$ cat src/rtl/uart_cmd_regfile.sv
// Framed UART write-command decoder driving a flat register file; result lands on the edge that sees the CHK byte.
// No backpressure: bytes arrive on rx_busy falling edges; aborts a frame after TIMEOUT idle cycles.
module uart_cmd_regfile #(
  parameter  int NUM_REGS   = 13,
  parameter  int DATA_BYTES = 4,
  parameter  int CLEAR_CMD  = 15,
  parameter  int TIMEOUT    = 4095,
  localparam int REG_W      = 8 * DATA_BYTES
) (
  input  logic                      clk,
  input  logic                      rst,
  input  logic                      rx_busy,
  input  logic [7:0]                rx_data,
  output logic [NUM_REGS*REG_W-1:0] regs,
  output logic [NUM_REGS-1:0]       wr_strobe,
  output logic                      frame_ok,
  output logic                      frame_err,
  output logic [1:0]                err_code,
  output logic [7:0]                err_count
);

  localparam logic [7:0]  NUM_REGS_B = 8'(NUM_REGS);
  localparam logic [7:0]  CLEAR_B    = 8'(CLEAR_CMD);
  localparam logic [2:0]  LAST_IDX   = 3'(DATA_BYTES - 1);
  localparam logic [15:0] TIMER_LAST = 16'(TIMEOUT - 1);

  typedef enum logic [1:0] {IDLE, DATA, CHECK} state_t;

  state_t           state_q, state_d;
  logic             prev_busy;
  logic [7:0]       cmd_q;
  logic [7:0]       chk_q;
  logic [2:0]       idx_q;
  logic [15:0]      timer_q;
  logic [REG_W-1:0] buff_q;

  logic byte_evt, timeout_hit, resolve, chk_bad, cmd_bad;
  logic do_write, do_clear, do_reject;

  assign byte_evt    = prev_busy & ~rx_busy;
  assign timeout_hit = (state_q != IDLE) && !byte_evt && (timer_q == TIMER_LAST);
  assign chk_bad     = (rx_data != chk_q);
  assign cmd_bad     = (cmd_q >= NUM_REGS_B) && (cmd_q != CLEAR_B);

  always_comb begin
    state_d   = state_q;
    resolve   = 1'b0;
    case (state_q)
      IDLE:  if (byte_evt) state_d = DATA;
      DATA: begin
        if (byte_evt && idx_q == LAST_IDX) state_d = CHECK;
        else if (timeout_hit)              state_d = IDLE;
      end
      CHECK: begin
        if (byte_evt) begin
          state_d = IDLE;
          resolve = 1'b1;
        end else if (timeout_hit) begin
          state_d = IDLE;
        end
      end
      default: state_d = IDLE;
    endcase
  end

  // Checksum failure outranks a bad command code.
  assign do_reject = resolve && (chk_bad || cmd_bad);
  assign do_clear  = resolve && !chk_bad && (cmd_q == CLEAR_B);
  assign do_write  = resolve && !chk_bad && !cmd_bad && (cmd_q != CLEAR_B);

  always_ff @(posedge clk) begin
    if (rst) begin
      state_q   <= IDLE;
      prev_busy <= 1'b0;
      cmd_q     <= '0;
      chk_q     <= '0;
      idx_q     <= '0;
      timer_q   <= '0;
      buff_q    <= '0;
      regs      <= '0;
      wr_strobe <= '0;
      frame_ok  <= 1'b0;
      frame_err <= 1'b0;
      err_code  <= '0;
      err_count <= '0;
    end else begin
      state_q   <= state_d;
      prev_busy <= rx_busy;
      wr_strobe <= '0;
      frame_ok  <= 1'b0;
      frame_err <= 1'b0;

      if (state_d == IDLE || byte_evt) timer_q <= '0;
      else                             timer_q <= timer_q + 16'd1;

      if (byte_evt) begin
        if (state_q == IDLE) begin
          cmd_q <= rx_data;
          chk_q <= rx_data;
          idx_q <= '0;
        end else if (state_q == DATA) begin
          buff_q <= (buff_q << 8) | REG_W'(rx_data);
          chk_q  <= chk_q ^ rx_data;
          idx_q  <= idx_q + 3'd1;
        end
      end

      if (do_write) begin
        for (int k = 0; k < NUM_REGS; k++) begin
          if (cmd_q == 8'(k)) begin
            regs[k*REG_W +: REG_W] <= buff_q;
            wr_strobe[k]           <= 1'b1;
          end
        end
        frame_ok <= 1'b1;
        err_code <= 2'd0;
      end

      if (do_clear) begin
        regs      <= '0;
        wr_strobe <= '1;
        frame_ok  <= 1'b1;
        err_code  <= 2'd0;
      end

      if (do_reject || timeout_hit) begin
        frame_err <= 1'b1;
        err_code  <= timeout_hit ? 2'd3 : (chk_bad ? 2'd1 : 2'd2);
        if (err_count != 8'hFF) err_count <= err_count + 8'd1;
      end
    end
  end

endmodule

$ cat config.mk
export PLATFORM = sky130hd
export DESIGN_NAME = uart_cmd_regfile
export DESIGN_NICKNAME = d
export VERILOG_FILES = /design/src/rtl/uart_cmd_regfile.sv
export SDC_FILE = /design/constraint.sdc
export NUM_CORES = 1
export LEC_CHECK = 0
export CAP_MARGIN = 20
export CELL_PAD_IN_SITES_DETAIL_PLACEMENT = 1
export CELL_PAD_IN_SITES_GLOBAL_PLACEMENT = 2
export CORE_MARGIN = 8
export CORE_UTILIZATION = 32
export CTS_CLUSTER_DIAMETER = 40
export CTS_CLUSTER_SIZE = 40
export DETAILED_ROUTE_END_ITERATION = 7
export PLACE_DENSITY = 0.85
export SLEW_MARGIN = 5
export SYNTH_ARGS = -nofsm -noshare
export SYNTH_HDL_FRONTEND = slang
export SYNTH_SLANG_ARGS = --single-unit
$ cat constraint.sdc
create_clock -name clk -period 5 [get_ports clk]
set_input_delay 1 -clock clk [delete_from_list [all_inputs] [get_ports clk]]
set_output_delay 1 -clock clk [all_outputs]
set_load 0.005 [all_outputs]
# Word level (Yosys, flattened, before mapping)
# Cells that the tools add are included.
# Widths: inputs -> output; s select.
[totals] register_bits=511 out_inout_bits=441 elab_cells=128
[op_classes] addsub=3 order_cmp=1 n_eq_ne=20 n_mux=34 bitwise=5 n_reduce_logical=40
[ops] cell="$eq 8x4->1 const B" n=6
[ops] cell="$eq 8x3->1 const B" n=4
[ops] cell="$or 32x8->32" n=1
[ops] cell="$reduce_and 2->1" n=16
[ops] cell="$mux 13" n=2
[ops] cell="$mux 1" n=18
[ops] cell="$mux 2" n=9
[ops] cell="$add 16x1->16 const B" n=1
[ops] cell="$eq 16x12->1 const B" n=1
[ops] cell="$eq 8x2->1 const B" n=2
[ops] cell="$mux 8" n=2
[ops] cell="$logic_and 1x1->1" n=9
[ops] cell="$add 8x1->8 const B" n=1
[ops] cell="$eq 8x1->1 const B" n=1
[ops] cell="$ge 8x4->1 const B" n=1
[ops] cell="$logic_not 8->1" n=1
[ops] cell="$ne 8x4->1 const B" n=1
[ops] cell="$ne 8x8->1" n=1
[ops] cell="$ne 8x8->1 const B" n=1
[ops] cell="$xor 8x8->8" n=1
[ops] cell="$mux 3" n=2
[ops] cell="$pmux 2 s3" n=1
[ops] cell="$logic_not 2->1" n=2
[ops] cell="$reduce_bool 2->1" n=2
[ops] cell="11 further kinds" n=17

# Logic depth before layout (Yosys ltp)
[depth] ltp_word=11 depth_mapped=11 ltp_nobuf=7

# Least setup slack after synthesis
# OpenSTA, ideal clock, no wires.
[synth_path] kind="input -> register" start="input port rx_data[5]" end="register regs[216]" setup_time_ps=66 t_arrival_ps=2595 required_ps=4934 setup_slack_ps=2339 path_stages=8 n_path_buf=3 cell_sequence="xor2_1 > nor4_2 > buf_2 > and4_1 > buf_2 > clkbuf_1 > nand2_1 > a21oi_2"
[synth_via] elab_chain_len=6 elab_cells_between_ends=8
[synth_rtl] element="from (decl)" line_no="13" rtl="input logic [7:0] rx_data,"
[synth_rtl] element="$ne 8x8->1 *" line_no="42" rtl="assign chk_bad = (rx_data != chk_q);"
[synth_rtl] element="$logic_not 1->1 *" line_no="68, 69"
[synth_rtl] element="$logic_and 1x1->1 *" line_no="68, 69"
[synth_rtl] element="$logic_and 1x1->1 (2 in series)" line_no="69" rtl="assign do_write = resolve && !chk_bad && !cmd_bad && (cmd_q != CLEAR_B);"
[synth_rtl] element="$reduce_and 2->1 (no line)"
[synth_rtl] element="to (signal, indexed assignment)" line_no="111" rtl="regs[k*REG_W +: REG_W] <= buff_q;"
[synth_rtl] element="to (decl)" line_no="14" rtl="output logic [NUM_REGS*REG_W-1:0] regs,"
# Every way passes the cells marked *; elsewhere a longest branch is shown, timed or not.
# A chain may end at the register's enable or synchronous reset.

# Worst setup path in the final report
[layout_path] start="input port rx_data[3]" end="register regs[157]"
# Same word-level chain as after synthesis.

==> results.md <==
* Status: finished, final reports clean
* DP Cell Count at 3490
* # Post-CTS Setup Buffers at 0
* Hold path cells at 2
* Final Max Tran Viols at 0
* Fin Setup TNS at 0 ps
* FFs w/ async S/R, synth at 0
* Worst Skew at 27.0 ps
* Ys Warns at 0
* Initial DRC Count at 1048
* Critical Path Sink Type: flip-flop
* Port-buffer cells at 451
* CTS Buffer Depth at 3
* GR Util All Layers at 0.229
* Core Area at 61600 um^2
* Layout Cells excl Fill at 3653
* H-tree levels at 3
* # diodes at 0
* Synth area leaders: dfxtp_1 (51%), nand2_1 (18%), a21oi_2 (13%)
* Pre-antenna DRT Iters at 4
* Top delay family on crit path: simple AND/OR/NAND/NOR gates
* Count leader, synth: nand2_1
* Worst EP required at 5530 ps
* Hold EP: regs[121]
* Nets at 2760
* Top_reg_cell synth: dfxtp_1
* DRC viols at 0
* Crit Path Class: in -> reg
* Dpl hpwl at 56400 um
* Worst IR drop on VDD at 0.000267 V
* Starting Density at 0.323
* Reg2Reg Depth at 6
* Minimum clock period at 3420 ps
* GRT overflow at 0
* Avg Cell Area, Syn at 8.41 um^2
* Fmax at 293 MHz
* PD cells at 380 nW/um^2
* First-pass GRT wire length at 124000 um
* Min-delay src: regs[121]
* Lkg Pwr at 8.75 nW
* Startpoint Class: primary input
* Worst hold path type: reg -> reg
* Post-synth top area share at 0.514
* TritonCTS clock tree: done
* Maxcap violations at 0
* Hold buffers post-CTS at 0
* Clock sink count at 511
* Vias at 18100
* Layout overhead on the synthesized area at 40.6%
* GP Congestion at 0.841
* Worst Tran Pin Value at 1160 ps
* Die H at 265 um
* Layout cells sized above 1 at 0.181
* Reg-to-Reg End: err_count[5]
* DIE WIDTH at 265 um
* CTS Buf Count at 89
* Post-synth EDFFs at 0
* Unrepaired setup endpoints after global routing: no
* Final hold violations at 0
* Post-synthesis sequential area ratio at 0.514
* Fill cells at 7056
* Area of the multi-input gates at 8590 um^2
* Most instantiated cells after synthesis: nand2_1 (928), dfxtp_1 (511), a21oi_2 (300)
* FF/Latch Area at 10200 um^2
* Rows at 91
* Biggest area consumer among synthesized cells: dfxtp_1
* CP max FO at 19
* Worst-Skew Late Latency at 630 ps
* I/O pins at 452
* Mapped Nets at 2381
* Synth cell types at 42
* Crit-path cells: clkdlybuf4s50_1, xor2_1, nor4_4, and4_1, buf_4, nand2_1, a21oi_1
* Reg2Reg Setup Slack at 1790 ps
* Resized cells post-CTS at 0
* Finish-stage setup viols at 0
* Flops & latches, synth at 511
* Wirelength, routed at 83400 um
* Slowest CP cell: and4_1
* Initial antenna violation count at 0
* WL/cell at 22.8 um
* CP Data Arrival Time at 3950 ps
* Syn Inst Count at 2365
* Clock Tree Root: clkbuf_16
* Final Cycle Share at 0.683
* Worst-path clk slew at 50 ps
* Antenna viol nets, final at 0
* Via density at 4.95
* Slew HR at 0.226
* Reg-to-Reg Start: timer_q[1]
* DIE AREA at 70400 um^2
* Buf/Inv on CP at 2
* Largest net degree at the start of global routing at 76
* Delay of the slowest critical-path stage at 780 ps
* Post-Syn Area at 19900 um^2
* Number of global-route vias before repair at 19200
[metrics by stage]
step | total power [mW] | utilization | area (um^2) | hold slack (ps) | setup WS [ps]
after global placement | 4.36 | 0.402 | 24800 | 439 | 1150
final | 10.6 | 0.454 | 28000 | 448 | 1580
after floorplan | 4.33 | - | 19900 | 436 | 2340
after detailed placement | 4.37 | 0.403 | 24800 | 443 | 990
after CTS | 10.7 | 0.454 | 28000 | 450 | 1630
after global routing | 11.0 | 0.454 | 28000 | 466 | 1390
[sequential cells by signal (all words and copies together), names as in the netlist, 2 cells and up]
name,count
regs,416
buff_q,32
timer_q,16
wr_strobe,13
chk_q,8
cmd_q,8
err_count,8
idx_q,3
err_code,2
state_q,2
[routing by layer]
| layer | share of wire | wire [um] | track usage |
|---|---|---|---|
| met5 | 0 | 0 | 0 |
| met4 | 0.034 | 2800 | 0.0867 |
| met1 | 0.41 | 34300 | 0.265 |
| met2 | 0.50 | 41800 | 0.407 |
| met3 | 0.055 | 4620 | 0.0526 |
[cells in the final DEF, fill, tap and decap left out, types with 12 or more instances in the layout]
| master | Yosys | layout |
|---|---|---|
| nand4_1 | 22 | 22 |
| dfxtp_1 | 511 | 511 |
| buf_4 | 2 | 36 |
| xor2_1 | 18 | 18 |
| a21oi_1 | 174 | 174 |
| nor2b_1 | 12 | 12 |
| clkbuf_16 | 0 | 91 |
| bufinv_16 | 0 | 12 |
| nand2_1 | 928 | 928 |
| clkdlybuf4s50_1 | 0 | 450 |
| nor2_1 | 51 | 50 |
| a21oi_2 | 300 | 300 |
| nand3_1 | 23 | 23 |
| clkinvlp_4 | 0 | 12 |
[logic make-up (layout without fill, tap and decap cells)]
logic type               Yosys count  count (layout)  synth area share
multiplexers                      15              15           0.00793
flip-flops                       511             511             0.514
buffers and inverters            214             665            0.0560
AO/OA/AOI/OAI                    509             509             0.188
AND/OR/NAND/NOR                 1087            1087             0.220
XOR/XNOR                          24              24            0.0106
adder cells (fa/ha/maj)            5               5           0.00315
[worst max path at each step]
| stage | start | endpoint | slack (ps) | cells past startpoint |
|---|---|---|---|---|
| floorplan | rx_data[5] | regs[216] | 2340 | 8 |
| global placement | rx_data[4] | regs[345] | 1150 | 7 |
| detailed placement | rx_data[5] | regs[157] | 990 | 7 |
| CTS | rx_data[5] | regs[157] | 1630 | 7 |
| global route | rx_data[3] | regs[157] | 1390 | 7 |
| finish | rx_data[3] | regs[157] | 1580 | 7 |
[worst register-to-register path, delay by kind of cell (launching register included)]
kind	cells	cell delay [ps]
AO/OA/AOI/OAI	2	860
adder cells (fa/ha/maj)	1	180
flip-flops	1	390
multiplexers	1	370
AND/OR/NAND/NOR	2	1290
[power by group]
group / switching, mW / total, mW / leakage, nW / internal [mW]
logic: 0.139 / 0.181 / 3.12 / 0.0415
clock network: 2.21 / 6.36 / 1.51 / 4.14
registers: 0.0159 / 4.10 / 4.12 / 4.09
total: 2.37 / 10.6 / 8.75 / 8.27
[final cells by class]
type	instances	area share
inverters	7	0.000939
repair buffers	495	0.176
well taps	837	0.0374
multi-input cells	1640	0.307
clock buffers	113	0.0883
flip-flops and latches	511	0.366
clock inverters	50	0.0244
Power figures use the tool's default switching activity.
